**config.mk**
```make
export PLATFORM = sky130hd
export DESIGN_NAME = lsu_mem_master
export DESIGN_NICKNAME = d
export VERILOG_FILES = /design/src/rtl/lsu_pkg.sv /design/src/rtl/lsu_align.sv /design/src/rtl/lsu_mem_master.sv
export SDC_FILE = /design/constraint.sdc
export NUM_CORES = 1
export LEC_CHECK = 0
export ABC_CLOCK_PERIOD_IN_PS = 2000
export BUFFER_PORTS_ARGS = -buffer_cell sky130_fd_sc_hd__buf_4
export CELL_PAD_IN_SITES_DETAIL_PLACEMENT = 0
export CELL_PAD_IN_SITES_GLOBAL_PLACEMENT = 1
export CORE_ASPECT_RATIO = 1.1
export CORE_MARGIN = 5
export CORE_UTILIZATION = 34
export CTS_CLUSTER_SIZE = 24
export DETAILED_ROUTE_END_ITERATION = 8
export HOLD_SLACK_MARGIN = 0.15
export PLACE_DENSITY = 0.79
export SYNTH_ARGS = -nofsm -noshare
export SYNTH_HDL_FRONTEND = slang
export SYNTH_SLANG_ARGS = --single-unit
```
**constraint.sdc**
```tcl
create_clock -name clk -period 2 [get_ports clk]
set_input_delay 0.1 -clock clk [delete_from_list [all_inputs] [get_ports clk]]
set_output_delay 0.1 -clock clk [all_outputs]
set_load 0.005 [all_outputs]
```
**src/rtl/lsu_pkg.sv**
```systemverilog
// -----------------------------------------------------------------------------
// lsu_pkg
// Shared definitions for the load/store initiator: RISC-V funct3 width codes,
// FSM state encoding, byte-lane mask constants and small decode helpers used
// by both the top level and the alignment/extension sub-module.
// -----------------------------------------------------------------------------
package lsu_pkg;

    // RISC-V funct3 width/sign codes for loads and stores
    localparam logic [2:0] F3_B  = 3'b000;
    localparam logic [2:0] F3_H  = 3'b001;
    localparam logic [2:0] F3_W  = 3'b010;
    localparam logic [2:0] F3_BU = 3'b100;
    localparam logic [2:0] F3_HU = 3'b101;

    // FSM state encoding
    typedef enum logic [1:0] {
        IDLE   = 2'd0,
        ACCESS = 2'd1,
        RESP   = 2'd2
    } lsu_state_t;

    // Byte-lane enable patterns (bit k = byte at addr+k)
    localparam logic [3:0] LANE_NONE = 4'b0000;
    localparam logic [3:0] LANE_B    = 4'b0001;
    localparam logic [3:0] LANE_H    = 4'b0011;
    localparam logic [3:0] LANE_W    = 4'b1111;

    // Lane mask from the width bits of funct3 (sign bit does not matter)
    function automatic logic [3:0] f3_lane_mask(input logic [2:0] f3);
        logic [3:0] mask;
        case (f3[1:0])
            2'b00:   mask = LANE_B;
            2'b01:   mask = LANE_H;
            2'b10:   mask = LANE_W;
            default: mask = LANE_NONE;
        endcase
        return mask;
    endfunction

    // Stores only have signed-style codes; unsigned codes are loads only
    function automatic logic f3_legal(input logic store, input logic [2:0] f3);
        logic ok;
        case (f3)
            F3_B, F3_H, F3_W: ok = 1'b1;
            F3_BU, F3_HU:     ok = ~store;
            default:          ok = 1'b0;
        endcase
        return ok;
    endfunction

    // Natural alignment check on the two low address bits
    function automatic logic f3_misaligned(input logic [2:0] f3, input logic [1:0] addr_lo);
        logic bad;
        case (f3[1:0])
            2'b01:   bad = addr_lo[0];
            2'b10:   bad = (addr_lo != 2'b00);
            default: bad = 1'b0;
        endcase
        return bad;
    endfunction

endpackage

```
**src/rtl/lsu_align.sv**
```systemverilog
// -----------------------------------------------------------------------------
// lsu_align
// Purely combinational width handling for the load/store initiator.
// Request side: funct3 + low address bits -> lane mask, lane-masked store data
//               and an error flag (illegal funct3 or misaligned address).
// Load side:    funct3 + raw RAM read data -> sign/zero-extended result.
// Ports:
//   i_req_store, i_req_funct3, i_req_addr_lo, i_req_wdata : incoming request
//   o_req_mask, o_req_wdata, o_req_err                    : decoded request
//   i_ld_funct3, i_ld_rdata                               : latched width, RAM data
//   o_ld_data                                             : extended load result
// -----------------------------------------------------------------------------
module lsu_align
    import lsu_pkg::*;
#(
    parameter int w = 32,
    parameter int h = 8,
    parameter int l = 4
) (
    input  logic         i_req_store,
    input  logic [2:0]   i_req_funct3,
    input  logic [1:0]   i_req_addr_lo,
    input  logic [w-1:0] i_req_wdata,
    output logic [l-1:0] o_req_mask,
    output logic [w-1:0] o_req_wdata,
    output logic         o_req_err,
    input  logic [2:0]   i_ld_funct3,
    input  logic [w-1:0] i_ld_rdata,
    output logic [w-1:0] o_ld_data
);

    // Request decode: lane mask, per-lane data masking and legality
    always_comb begin
        o_req_mask  = f3_lane_mask(i_req_funct3);
        o_req_err   = ~f3_legal(i_req_store, i_req_funct3) |
                      f3_misaligned(i_req_funct3, i_req_addr_lo);
        o_req_wdata = {w{1'b0}};
        for (int k = 0; k < l; k++) begin
            o_req_wdata[k*h +: h] = o_req_mask[k] ? i_req_wdata[k*h +: h] : {h{1'b0}};
        end
    end

    // Load extension: the RAM returns zero in disabled lanes, so only the
    // sign bit of the narrow value needs replicating for LB/LH
    always_comb begin
        case (i_ld_funct3)
            F3_B:    o_ld_data = {{(w-h){i_ld_rdata[h-1]}}, i_ld_rdata[h-1:0]};
            F3_BU:   o_ld_data = {{(w-h){1'b0}}, i_ld_rdata[h-1:0]};
            F3_H:    o_ld_data = {{(w-2*h){i_ld_rdata[2*h-1]}}, i_ld_rdata[2*h-1:0]};
            F3_HU:   o_ld_data = {{(w-2*h){1'b0}}, i_ld_rdata[2*h-1:0]};
            F3_W:    o_ld_data = i_ld_rdata;
            default: o_ld_data = {w{1'b0}};
        endcase
    end

endmodule

```
**src/rtl/lsu_mem_master.sv**
```systemverilog
// -----------------------------------------------------------------------------
// lsu_mem_master
// Load/store initiator between the core memory stage and a byte-lane data RAM.
// Accepts one request at a time (valid/ready), checks alignment/width, issues
// exactly one RAM access cycle and returns the result on a valid/ready
// response channel. Errors skip the RAM access entirely.
// Ports:
//   clk, rst_n                                   : clock, async active-low reset
//   req_valid/req_ready, req_store, req_funct3,
//   req_addr, req_wdata                          : request channel
//   ram_addr, ram_wdat, ram_we, ram_re, ram_type : RAM drive (registered, only
//                                                  non-zero during ACCESS)
//   ram_rdat                                     : RAM combinational read data
//   resp_valid/resp_ready, resp_data, resp_err   : response channel (registered)
// -----------------------------------------------------------------------------
module lsu_mem_master
    import lsu_pkg::*;
#(
    parameter int w = 32,
    parameter int h = 8,
    parameter int l = 4
) (
    input  logic         clk,
    input  logic         rst_n,
    input  logic         req_valid,
    output logic         req_ready,
    input  logic         req_store,
    input  logic [2:0]   req_funct3,
    input  logic [w-1:0] req_addr,
    input  logic [w-1:0] req_wdata,
    output logic [w-1:0] ram_addr,
    output logic [w-1:0] ram_wdat,
    output logic         ram_we,
    output logic         ram_re,
    output logic [l-1:0] ram_type,
    input  logic [w-1:0] ram_rdat,
    output logic         resp_valid,
    input  logic         resp_ready,
    output logic [w-1:0] resp_data,
    output logic         resp_err
);

    lsu_state_t   r_state;
    lsu_state_t   w_next_state;

    logic [l-1:0] w_req_mask;
    logic [w-1:0] w_req_wdata;
    logic         w_req_err;
    logic [w-1:0] w_ld_data;
    logic         w_req_ready;

    logic         r_store;
    logic [2:0]   r_funct3;
    logic [w-1:0] r_ram_addr;
    logic [w-1:0] r_ram_wdat;
    logic         r_ram_we;
    logic         r_ram_re;
    logic [l-1:0] r_ram_type;
    logic         r_resp_valid;
    logic [w-1:0] r_resp_data;
    logic         r_resp_err;

    logic         w_store_nxt;
    logic [2:0]   w_funct3_nxt;
    logic [w-1:0] w_ram_addr_nxt;
    logic [w-1:0] w_ram_wdat_nxt;
    logic         w_ram_we_nxt;
    logic         w_ram_re_nxt;
    logic [l-1:0] w_ram_type_nxt;
    logic         w_resp_valid_nxt;
    logic [w-1:0] w_resp_data_nxt;
    logic         w_resp_err_nxt;

    lsu_align #(.w(w), .h(h), .l(l)) u_align (
        .i_req_store   (req_store),
        .i_req_funct3  (req_funct3),
        .i_req_addr_lo (req_addr[1:0]),
        .i_req_wdata   (req_wdata),
        .o_req_mask    (w_req_mask),
        .o_req_wdata   (w_req_wdata),
        .o_req_err     (w_req_err),
        .i_ld_funct3   (r_funct3),
        .i_ld_rdata    (ram_rdat),
        .o_ld_data     (w_ld_data)
    );

    // FSM state register
    always_ff @(posedge clk or negedge rst_n) begin
        if (!rst_n) begin
            r_state <= IDLE;
        end else begin
            r_state <= w_next_state;
        end
    end

    // FSM next-state logic; bad requests bypass ACCESS
    always_comb begin
        w_next_state = r_state;
        case (r_state)
            IDLE: begin
                if (req_valid) begin
                    w_next_state = w_req_err ? RESP : ACCESS;
                end else begin
                    w_next_state = IDLE;
                end
            end
            ACCESS: w_next_state = RESP;
            RESP: begin
                if (resp_ready) begin
                    w_next_state = IDLE;
                end else begin
                    w_next_state = RESP;
                end
            end
            default: w_next_state = IDLE;
        endcase
    end

    // FSM output logic: ready from state alone, plus next values of the
    // registered RAM and response outputs. RAM controls default to zero so
    // they are high for the single ACCESS cycle only.
    always_comb begin
        w_req_ready      = (r_state == IDLE);
        w_store_nxt      = r_store;
        w_funct3_nxt     = r_funct3;
        w_ram_addr_nxt   = {w{1'b0}};
        w_ram_wdat_nxt   = {w{1'b0}};
        w_ram_we_nxt     = 1'b0;
        w_ram_re_nxt     = 1'b0;
        w_ram_type_nxt   = {l{1'b0}};
        w_resp_valid_nxt = r_resp_valid;
        w_resp_data_nxt  = r_resp_data;
        w_resp_err_nxt   = r_resp_err;
        case (r_state)
            IDLE: begin
                if (req_valid) begin
                    w_store_nxt  = req_store;
                    w_funct3_nxt = req_funct3;
                    if (w_req_err) begin
                        w_resp_valid_nxt = 1'b1;
                        w_resp_data_nxt  = {w{1'b0}};
                        w_resp_err_nxt   = 1'b1;
                    end else begin
                        w_ram_addr_nxt = req_addr;
                        w_ram_wdat_nxt = req_store ? w_req_wdata : {w{1'b0}};
                        w_ram_we_nxt   = req_store;
                        w_ram_re_nxt   = ~req_store;
                        w_ram_type_nxt = w_req_mask;
                    end
                end else begin
                    w_resp_valid_nxt = 1'b0;
                end
            end
            ACCESS: begin
                // Load data is sampled from the RAM at the end of this cycle
                w_resp_valid_nxt = 1'b1;
                w_resp_data_nxt  = r_store ? {w{1'b0}} : w_ld_data;
                w_resp_err_nxt   = 1'b0;
            end
            RESP: begin
                if (resp_ready) begin
                    w_resp_valid_nxt = 1'b0;
                    w_resp_data_nxt  = {w{1'b0}};
                    w_resp_err_nxt   = 1'b0;
                end else begin
                    w_resp_valid_nxt = 1'b1;
                end
            end
            default: begin
                w_resp_valid_nxt = 1'b0;
                w_resp_data_nxt  = {w{1'b0}};
                w_resp_err_nxt   = 1'b0;
            end
        endcase
    end

    // Request latch, RAM drive and response registers; async reset clears
    // the RAM strobes immediately, dropping any in-flight access
    always_ff @(posedge clk or negedge rst_n) begin
        if (!rst_n) begin
            r_store      <= 1'b0;
            r_funct3     <= 3'b000;
            r_ram_addr   <= {w{1'b0}};
            r_ram_wdat   <= {w{1'b0}};
            r_ram_we     <= 1'b0;
            r_ram_re     <= 1'b0;
            r_ram_type   <= {l{1'b0}};
            r_resp_valid <= 1'b0;
            r_resp_data  <= {w{1'b0}};
            r_resp_err   <= 1'b0;
        end else begin
            r_store      <= w_store_nxt;
            r_funct3     <= w_funct3_nxt;
            r_ram_addr   <= w_ram_addr_nxt;
            r_ram_wdat   <= w_ram_wdat_nxt;
            r_ram_we     <= w_ram_we_nxt;
            r_ram_re     <= w_ram_re_nxt;
            r_ram_type   <= w_ram_type_nxt;
            r_resp_valid <= w_resp_valid_nxt;
            r_resp_data  <= w_resp_data_nxt;
            r_resp_err   <= w_resp_err_nxt;
        end
    end

    assign req_ready  = w_req_ready;
    assign ram_addr   = r_ram_addr;
    assign ram_wdat   = r_ram_wdat;
    assign ram_we     = r_ram_we;
    assign ram_re     = r_ram_re;
    assign ram_type   = r_ram_type;
    assign resp_valid = r_resp_valid;
    assign resp_data  = r_resp_data;
    assign resp_err   = r_resp_err;

endmodule
```
==> results.json, run 1 <==
{
  "synth_top_cell_by_area": "dfrtp_1",
  "track_usage": 0.178,
  "post-cts-setup-buffers": 0,
  "n_antenna_cell": 0,
  "hold_violations": 0,
  "p_sw_frac": 0.277,
  "crit_type": "input port to flip-flop",
  "status": "completed",
  "fin_nets": 720,
  "clkSinkCount": 109,
  "cts_resized": 0,
  "hold_path.class": "input port to flip-flop",
  "final-setup-viol-count": 0,
  "cts_tree": "built",
  "cts_htree_levels": 3,
  "antenna_left": 0,
  "synthToLayoutAreaGrowth_pct": 77.0,
  "rsz0062_at_grt": "false",
  "drt-pass1-iter-count": 4,
  "yosys_register_bits": 109,
  "fin_worst_skew_ns": 0.00458,
  "ys_warn_count": 0,
  "postLayoutCoreUtil": 0.616,
  "initialDrtViolationCount": 144,
  "setup.worst_path.end_class": "flip-flop",
  "pwr-share-comb": 0.246,
  "path_clk_slew_ns": 0.07,
  "cp_max_fo": 6,
  "tightest_slew_ns": 0.986,
  "initial_core_util": 0.348,
  "dieWidth_um": 113,
  "timing.fmax_ghz": 0.554,
  "required_ns": 2.22,
  "overflow": 0,
  "cpPeakStageDelay_ns": 0.58,
  "numCtsBuffers": 9,
  "nFillCells": 901,
  "gp_congestion": 0.794,
  "synthArstFlopShare": 1.00,
  "cp-start-kind": "input port",
  "worstPathArrival_ns": 2.03,
  "power.internal_mw": 3.98,
  "grt_max_degree": 50,
  "p_per_area_nw_per_um2": 778,
  "relSlewSlack": 0.339,
  "dieArea_um2": 14000,
  "crit_path_frequent_cell": "dlygate4sd3_1",
  "clock_path_buffers": 2,
  "via_per_inst": 4.56,
  "max-cap-violations": 0,
  "cts.root.buffer_cell": "clkbuf_16",
  "syn_nets": 403,
  "maxSlewViolCount": 0,
  "core.rowCount": 41,
  "syn_avg_cell_area_um2": 13.6,
  "drc": 0,
  "grt_pass1_wl_mm": 19.5,
  "syn_area_um2": 4000,
  "peakVddDrop_mv": 0.395,
  "crit_family": "buffers and inverters",
  "yosysSeqAreaShare": 0.682,
  "fin_crit_sh": 0.903,
  "port_buffers": 208,
  "synth_cell_types": 36,
  "drive_above_1_share": 0.391,
  "vias": 3494,
  "wl_per_cell_um": 15.8,
  "cpMaxStageDelayCell": "dlygate4sd3_1",
  "hpwl_mm": 8.23,
  "clkPwrFrac": 0.298,
  "synthCells": 294,
  "worstPathCellList": "dlygate4sd3_1 -> buf_4 -> a32oi_1 -> o211ai_2 -> nand2_1 -> a21oi_1 -> dlygate4sd3_1",
  "antenna_found_initial": 0,
  "dieHeight_um": 124,
  "period_needed_ns": 1.81,
  "wirelength_mm": 12.1,
  "synth_area_leaders": "dfrtp_1 68%, and2_1 9.1%, o2bb2ai_1 5.3%",
  "cts_hold_buffers": 106,
  "grt_pass1_vias": 3866,
  "seq_power_share": 0.455,
  "ios": 209,
  "fin_setup_tns_ns": 0,
  "cellLeakagePower_nw": 3.65,
  "ys.flop_type": "dfrtp_1",
  "synth_top_area_frac": 0.682,
  "power.switching_mw": 1.53,
  "crit_buf_inv": 3,
  "core_area_um2": 11500,
  "clock_latency_ns": 0.34,
  "synth-edff-count": 0
}
## state kept, by name, summed over array words and instances, names as in the netlist
register / flops
ram_type: 3
resp_valid: 1
ram_re: 1
resp_data: 32
r_store: 1
resp_err: 1
ram_addr: 32
ram_wdat: 32
r_state: 2
ram_we: 1
r_funct3: 3
## layout make-up
cell class / instances / area [um^2] / area share
Sequential cell: 109 / 2730 / 0.385
Timing Repair Buffer: 323 / 2720 / 0.384
Multi-Input combinational cell: 165 / 1160 / 0.164
Clock buffer: 13 / 250 / 0.0354
Tap cell: 150 / 188 / 0.0265
Clock inverter: 3 / 21.3 / 0.00301
Inverter: 3 / 11.3 / 0.00159
## synth_stat cells, types with 2 or more instances
cell type / count
nor2_1: 2
buf_4: 3
buf_6: 2
mux2_2: 2
and3_1: 9
clkbuf_1: 6
a21oi_1: 27
nand2_1: 4
o21ai_0: 4
dfrtp_1: 109
a22o_1: 9
ha_1: 5
o2bb2ai_1: 24
inv_1: 3
nor2b_1: 2
nor3_1: 2
buf_2: 5
and2_1: 58
## logic make-up after synthesis
logic type	Yosys count	share of synthesized area
buffers and inverters	20	0.0269
adder cells (fa/ha/maj)	5	0.0156
AND/OR/NAND/NOR	86	0.139
AO/OA/AOI/OAI	71	0.128
multiplexers	3	0.00813
flip-flops	109	0.682
## cells in the final DEF (no fill, tap or decap), drive strengths merged
master / n
a21boi: 1
a21o: 1
a21oi: 27
a22o: 9
a32oi: 1
and2: 59
and3: 10
and3b: 1
buf: 217
clkbuf: 13
clkinv: 2
clkinvlp: 1
dfrtp: 109
dlygate4sd3: 106
ha: 5
inv: 3
mux2: 2
mux2i: 1
nand2: 4
nand3: 1
nor2: 2
nor2b: 2
nor3: 3
nor3b: 2
nor4b: 1
o2111a: 1
o211ai: 2
o21a: 1
o21ai: 4
o2bb2ai: 24
or2: 1
## routing by layer
layer,global-route usage,vias up,share of wire
li1,-,1641,-
met1,0.204,1669,0.38
met2,0.312,162,0.51
met3,0.0583,22,0.090
met4,0.0609,0,0.019
met5,0,-,0
## path summary, 6_finish.rpt
kind	from	end	slack [ns]	depth (start not counted)
setup / recovery	req_addr[0]	r_state[1]	0.19	7
hold / removal	req_funct3[1]	ram_type[2]	0.17	3
setup reg to reg	r_funct3[0]	resp_data[26]	0.26	4
hold reg to reg	resp_data[15]	resp_data[15]	0.49	1
max in group asynchronous	rst_n	ram_addr[23]	1.03	3
min in group asynchronous	rst_n	resp_data[2]	0.27	2
## metrics by stage
| step | area (um^2) | hold slack [ns] | worst slack, ns | power [mW] | instances |
|---|---|---|---|---|---|
| finish | 7080 | 0.173 | 0.194 | 5.50 | 766 |
| global route | 7080 | 0.168 | 0.0536 | 5.82 | 766 |
| CTS | 7080 | 0.166 | 0.229 | 5.58 | 766 |
| detailed placement | 5740 | 0.102 | 0.188 | 3.73 | 644 |
| global placement | 5740 | 0.105 | 0.277 | 3.71 | 644 |
| floorplan | 4000 | -0.196 | 0.461 | 3.12 | 294 |
## power groups by stage
stage / clock [mW] / sequential, mW / combinational [mW]
3_3_place_gp: 0 / 2.54 / 1.17
3_5_place_dp: 0 / 2.55 / 1.19
2_1_floorplan: 0 / 2.52 / 0.599
4_1_cts: 1.71 / 2.51 / 1.37
6_report: 1.64 / 2.51 / 1.36
5_1_grt: 1.78 / 2.53 / 1.50
## worst min-delay path, delay by kind of cell
family | cells | cell delay (ns)
buffers and inverters | 1 | 0.11
and+or+nand+nor | 1 | 0.12
adders and majority gates | 1 | 0.15
Power figures use the tool's default switching activity.
==> inputs of run 2 (changes only) <==
==> constraint.sdc (replaced) <==
create_clock -name clk -period 2 [get_ports clk]
set_input_delay 0.4 -clock clk [delete_from_list [all_inputs] [get_ports clk]]
set_output_delay 0.4 -clock clk [all_outputs]
set_load 0.005 [all_outputs]
==> results.json, run 2 (synthesized netlist as in run 1, its figures left out) <==
{
  "dieHeight_um": 124,
  "initial_core_util": 0.348,
  "r2r_start": "r_funct3[0]",
  "cts_htree_levels": 3,
  "critPathLaunch": "r_funct3[0]",
  "gp_congestion": 0.831,
  "power.total_mw": 5.30,
  "top_usage_layer": "met2",
  "crit_buf_inv": 0,
  "grt_pass1_vias": 3223,
  "timing.fmax_ghz": 0.569,
  "worst_slack_ns": 0.241,
  "n_antenna_cell": 0,
  "numCtsBuffers": 9,
  "crit_cells": 4,
  "endpoint": "resp_data[28]",
  "rsz0062_at_grt": "false",
  "vias": 3036,
  "cts_hold_buffers": 0,
  "cts_tree": "built",
  "hpwl_mm": 7.98,
  "antenna_found_initial": 0,
  "cp-start-kind": "flip-flop",
  "grt_pass1_wl_mm": 16.6,
  "antenna_left": 0,
  "core.rowCount": 41,
  "grt_util_met2": 0.258,
  "cellLeakagePower_nw": 3.22,
  "reg2reg_slack_ns": 0.24,
  "overflow": 0,
  "final-setup-viol-count": 0,
  "wl_per_cell_um": 16.1,
  "tightest_slew_ns": 1.00,
  "post-cts-setup-buffers": 0,
  "cpMaxStageDelayCell": "nor3_2",
  "crit_family": "simple AND/OR/NAND/NOR gates",
  "hold_violations": 0,
  "port_buffers": 208,
  "initialDrtViolationCount": 186,
  "crit_type": "flip-flop to flip-flop",
  "path_clk_slew_ns": 0.07,
  "cts_resized": 0,
  "clock_latency_ns": 0.34,
  "core_area_um2": 11500,
  "worstPathArrival_ns": 2.01,
  "rr_worst_depth": 4,
  "cpPeakStageDelay_ns": 0.76,
  "drc": 0,
  "layout_commonest_cell": "buf_4",
  "peakVddDrop_mv": 0.360,
  "worstPathCellList": "mux2i_1 -> nor3_2 -> a21oi_1 -> o2bb2ai_1",
  "p_per_area_nw_per_um2": 879,
  "hold_path.class": "input port to async pin",
  "required_ns": 2.26,
  "synthToLayoutAreaGrowth_pct": 50.7,
  "drt-pass1-iter-count": 4,
  "fin_nets": 616,
  "setup.worst_path.end_class": "flip-flop",
  "relSlewSlack": 0.328,
  "max-cap-violations": 0,
  "fin_worst_skew_ns": 0.00450,
  "via_per_inst": 4.59,
  "status": "completed",
  "clock_path_buffers": 2,
  "track_usage": 0.152,
  "cp_max_fo": 16,
  "drive_above_1_share": 0.476,
  "grt_max_degree": 110,
  "dieArea_um2": 14000,
  "final_cell_mix": "217 x buf_4, 109 x dfrtp_1, 58 x and2_1, 27 x a21oi_1, 24 x o2bb2ai_1",
  "clkSinkCount": 109,
  "period_needed_ns": 1.76,
  "fin_crit_sh": 0.879,
  "maxSlewViolCount": 0,
  "timing.rr.end": "resp_data[28]",
  "wirelength_mm": 10.6,
  "cts.root.buffer_cell": "clkbuf_16",
  "ios": 209,
  "gr-usage-met1": 0.173,
  "grt_use_met3": 0.0656,
  "dieWidth_um": 113,
  "dpl_worst_slack_ns": -0.0336
}
-- run 2: cell types whose count changed in the layout (fill, tap and decap cells not counted) --
cell | previous run | this run
inv_6 | 0 | 1
dlygate4sd3_1 | 106 | 0
clkinv_4 | 1 | 0
clkbuf_1 | 3 | 2
buf_4 | 215 | 217
-- run 2: worst min-delay path by stage --
stage	startpoint	endpoint	slack, ns	depth (start not counted)
final	rst_n	ram_wdat[13]	0.12	2
after global routing	rst_n	ram_wdat[14]	0.19	2
after detailed placement	resp_data[20]	resp_data[20]	0.48	1
after floorplan	rst_n	r_funct3[0]	0.10	0
after global placement	resp_data[27]	resp_data[27]	0.47	1
after CTS	rst_n	resp_data[3]	0.15	2
-- run 2: area by class of cell --
| type | instances | area [um^2] |
|---|---|---|
| fill | 1039 | 5460 |
| sequential | 109 | 2730 |
| timing repair buffer | 219 | 1670 |
| multi-input combinational | 165 | 1160 |
| clock buffer | 12 | 246 |
| tap | 150 | 188 |
| clock inverter | 3 | 21.3 |
| inverter | 3 | 11.3 |
-- run 2: worst register-to-register path, stage by stage, from the launching register on --
cell,delay (ns)
dfrtp_1,0.47
mux2i_1,0.16
nor3_2,0.76
a21oi_1,0.11
o2bb2ai_1,0.18
-- run 2: metrics by stage --
step                      area (um^2)  TNS [ns]  utilization  std cells  hold WS, ns
after CTS                        6030         0        0.524        661        0.154
after detailed placement         5760    -0.427        0.501        646        0.476
final                            6030         0        0.524        661        0.119
after floorplan                  4000         0            -        294        0.104
after global placement           5760         0        0.501        646        0.474
after global routing             6030         0        0.524        661        0.193
-- run 2: power by group --
group / internal (mW) / total, mW / leakage, nW / switching, mW
combinational: 0.588 / 1.17 / 1.59 / 0.582
clock: 0.876 / 1.63 / 0.129 / 0.752
sequential: 2.37 / 2.50 / 1.50 / 0.134
total: 3.83 / 5.30 / 3.22 / 1.47
-- run 2: per-layer routing --
metal	vias up	part of all wire
li1	1438	-
met5	-	0
met3	10	0.10
met4	0	0.011
met2	143	0.50
met1	1445	0.38
==> inputs of run 3 (changes only) <==
PLACE_DENSITY = 0.77   (was 0.79)
==> results.json, run 3 (synthesized netlist as in run 1, its figures left out) <==
{
  "gp_congestion": 0.810,
  "n_antenna_cell": 0,
  "cp-start-kind": "flip-flop",
  "tightest_slew_ns": 0.948,
  "port_buffers": 208,
  "cpMaxStageDelayCell": "nor3_2",
  "drc": 0,
  "clkSinkCount": 109,
  "dieHeight_um": 124,
  "status": "completed",
  "fin_nets": 620,
  "final_cell_mix": "219 x buf_4, 109 x dfrtp_1, 58 x and2_1, 27 x a21oi_1, 24 x o2bb2ai_1",
  "power.total_mw": 5.31,
  "numCtsBuffers": 9,
  "wirelength_mm": 10.6,
  "grt_pass1_vias": 3244,
  "drt-pass1-iter-count": 4,
  "crit_type": "flip-flop to flip-flop",
  "core.rowCount": 41,
  "clock_latency_ns": 0.34,
  "setup.worst_path.end_class": "flip-flop",
  "vias": 3052,
  "via_per_inst": 4.58,
  "cellLeakagePower_nw": 3.24,
  "cts_htree_levels": 3,
  "maxSlewViolCount": 0,
  "cts_tree": "built",
  "period_needed_ns": 1.71,
  "grt_pass1_wl_mm": 16.5,
  "synthToLayoutAreaGrowth_pct": 52.1,
  "layout_commonest_cell": "buf_4",
  "max-cap-violations": 0,
  "cp_max_fo": 16,
  "p_per_area_nw_per_um2": 873,
  "peakVddDrop_mv": 0.457,
  "design_area_um2": 6080,
  "dieWidth_um": 113,
  "fin_crit_sh": 0.856,
  "holdWs_ns": 0.265,
  "overflow": 0,
  "initial_core_util": 0.348,
  "timing.fmax_ghz": 0.584,
  "final-setup-viol-count": 0,
  "antenna_found_initial": 0,
  "crit_buf_inv": 0,
  "worstPathArrival_ns": 1.97,
  "grt_max_degree": 37,
  "hpwl_mm": 8.08,
  "drive_above_1_share": 0.483,
  "relSlewSlack": 0.364,
  "required_ns": 2.26,
  "cts_resized": 0,
  "dieArea_um2": 14000,
  "nFillCells": 1049,
  "placed_area_um2": 5790,
  "hold_violations": 0,
  "initialDrtViolationCount": 105,
  "path_clk_slew_ns": 0.07,
  "hold_path.class": "input port to flip-flop",
  "cts.root.buffer_cell": "clkbuf_16",
  "antenna_left": 0,
  "wl_per_cell_um": 15.9,
  "crit_family": "simple AND/OR/NAND/NOR gates",
  "core_area_um2": 11500,
  "fin_worst_skew_ns": 0.00754,
  "clock_path_buffers": 2,
  "worstPathCellList": "mux2i_1 -> nor3_2 -> a21oi_1 -> o2bb2ai_1",
  "track_usage": 0.149,
  "rsz0062_at_grt": "false",
  "ios": 209,
  "cpPeakStageDelay_ns": 0.73
}
-- run 3: cell type report --
class / count / area, um^2 / area share
clock buffers: 10 / 239 / 0.0393
clock inverters: 6 / 38.8 / 0.00638
inverters: 3 / 11.3 / 0.00185
multi-input cells: 165 / 1160 / 0.191
flip-flops and latches: 109 / 2730 / 0.448
well taps: 150 / 188 / 0.0309
repair buffers: 223 / 1710 / 0.282
-- run 3: path summary, 6_finish.rpt --
path / start / endpoint / slack [ns] / cells past startpoint
max in group asynchronous: rst_n / ram_addr[14] / 0.93 / 3
worst min register to register: resp_data[19] / resp_data[19] / 0.49 / 1
worst min-delay path: req_wdata[23] / ram_wdat[23] / 0.27 / 2
worst max register to register: r_funct3[0] / resp_data[19] / 0.29 / 4
min in group asynchronous: rst_n / resp_data[6] / 0.51 / 2
worst max-delay path: r_funct3[0] / resp_data[19] / 0.29 / 4
-- run 3: repair_timing --
item / in CTS / in global routing
hold buffers: 1 / 0
endpoints found under the hold margin: 20 / 0
buffers inserted: 0 / 0
-- run 3: stage by stage --
step           utilization  setup TNS, ns  setup WS [ns]  cells
2_1_floorplan            -              0          0.161    294
3_3_place_gp         0.504              0         0.0519    649
3_5_place_dp         0.504        -0.0378        -0.0107    649
4_1_cts              0.529              0          0.266    666
5_1_grt              0.529              0         0.0819    666
6_report             0.529              0          0.287    666
-- run 3: per-layer routing --
metal  wire length (um)  vias up  track usage
met1               4090     1467        0.179
li1                   -     1444            -
met2               5330      127        0.249
met4                227        0       0.0609
met5                  0        -            0
met3                931       14       0.0486
-- run 3: power breakdown --
part           internal (mW)  switching [mW]  total, mW
Clock                  0.874           0.765       1.64
Sequential              2.37           0.136       2.50
Combinational          0.596           0.571       1.17
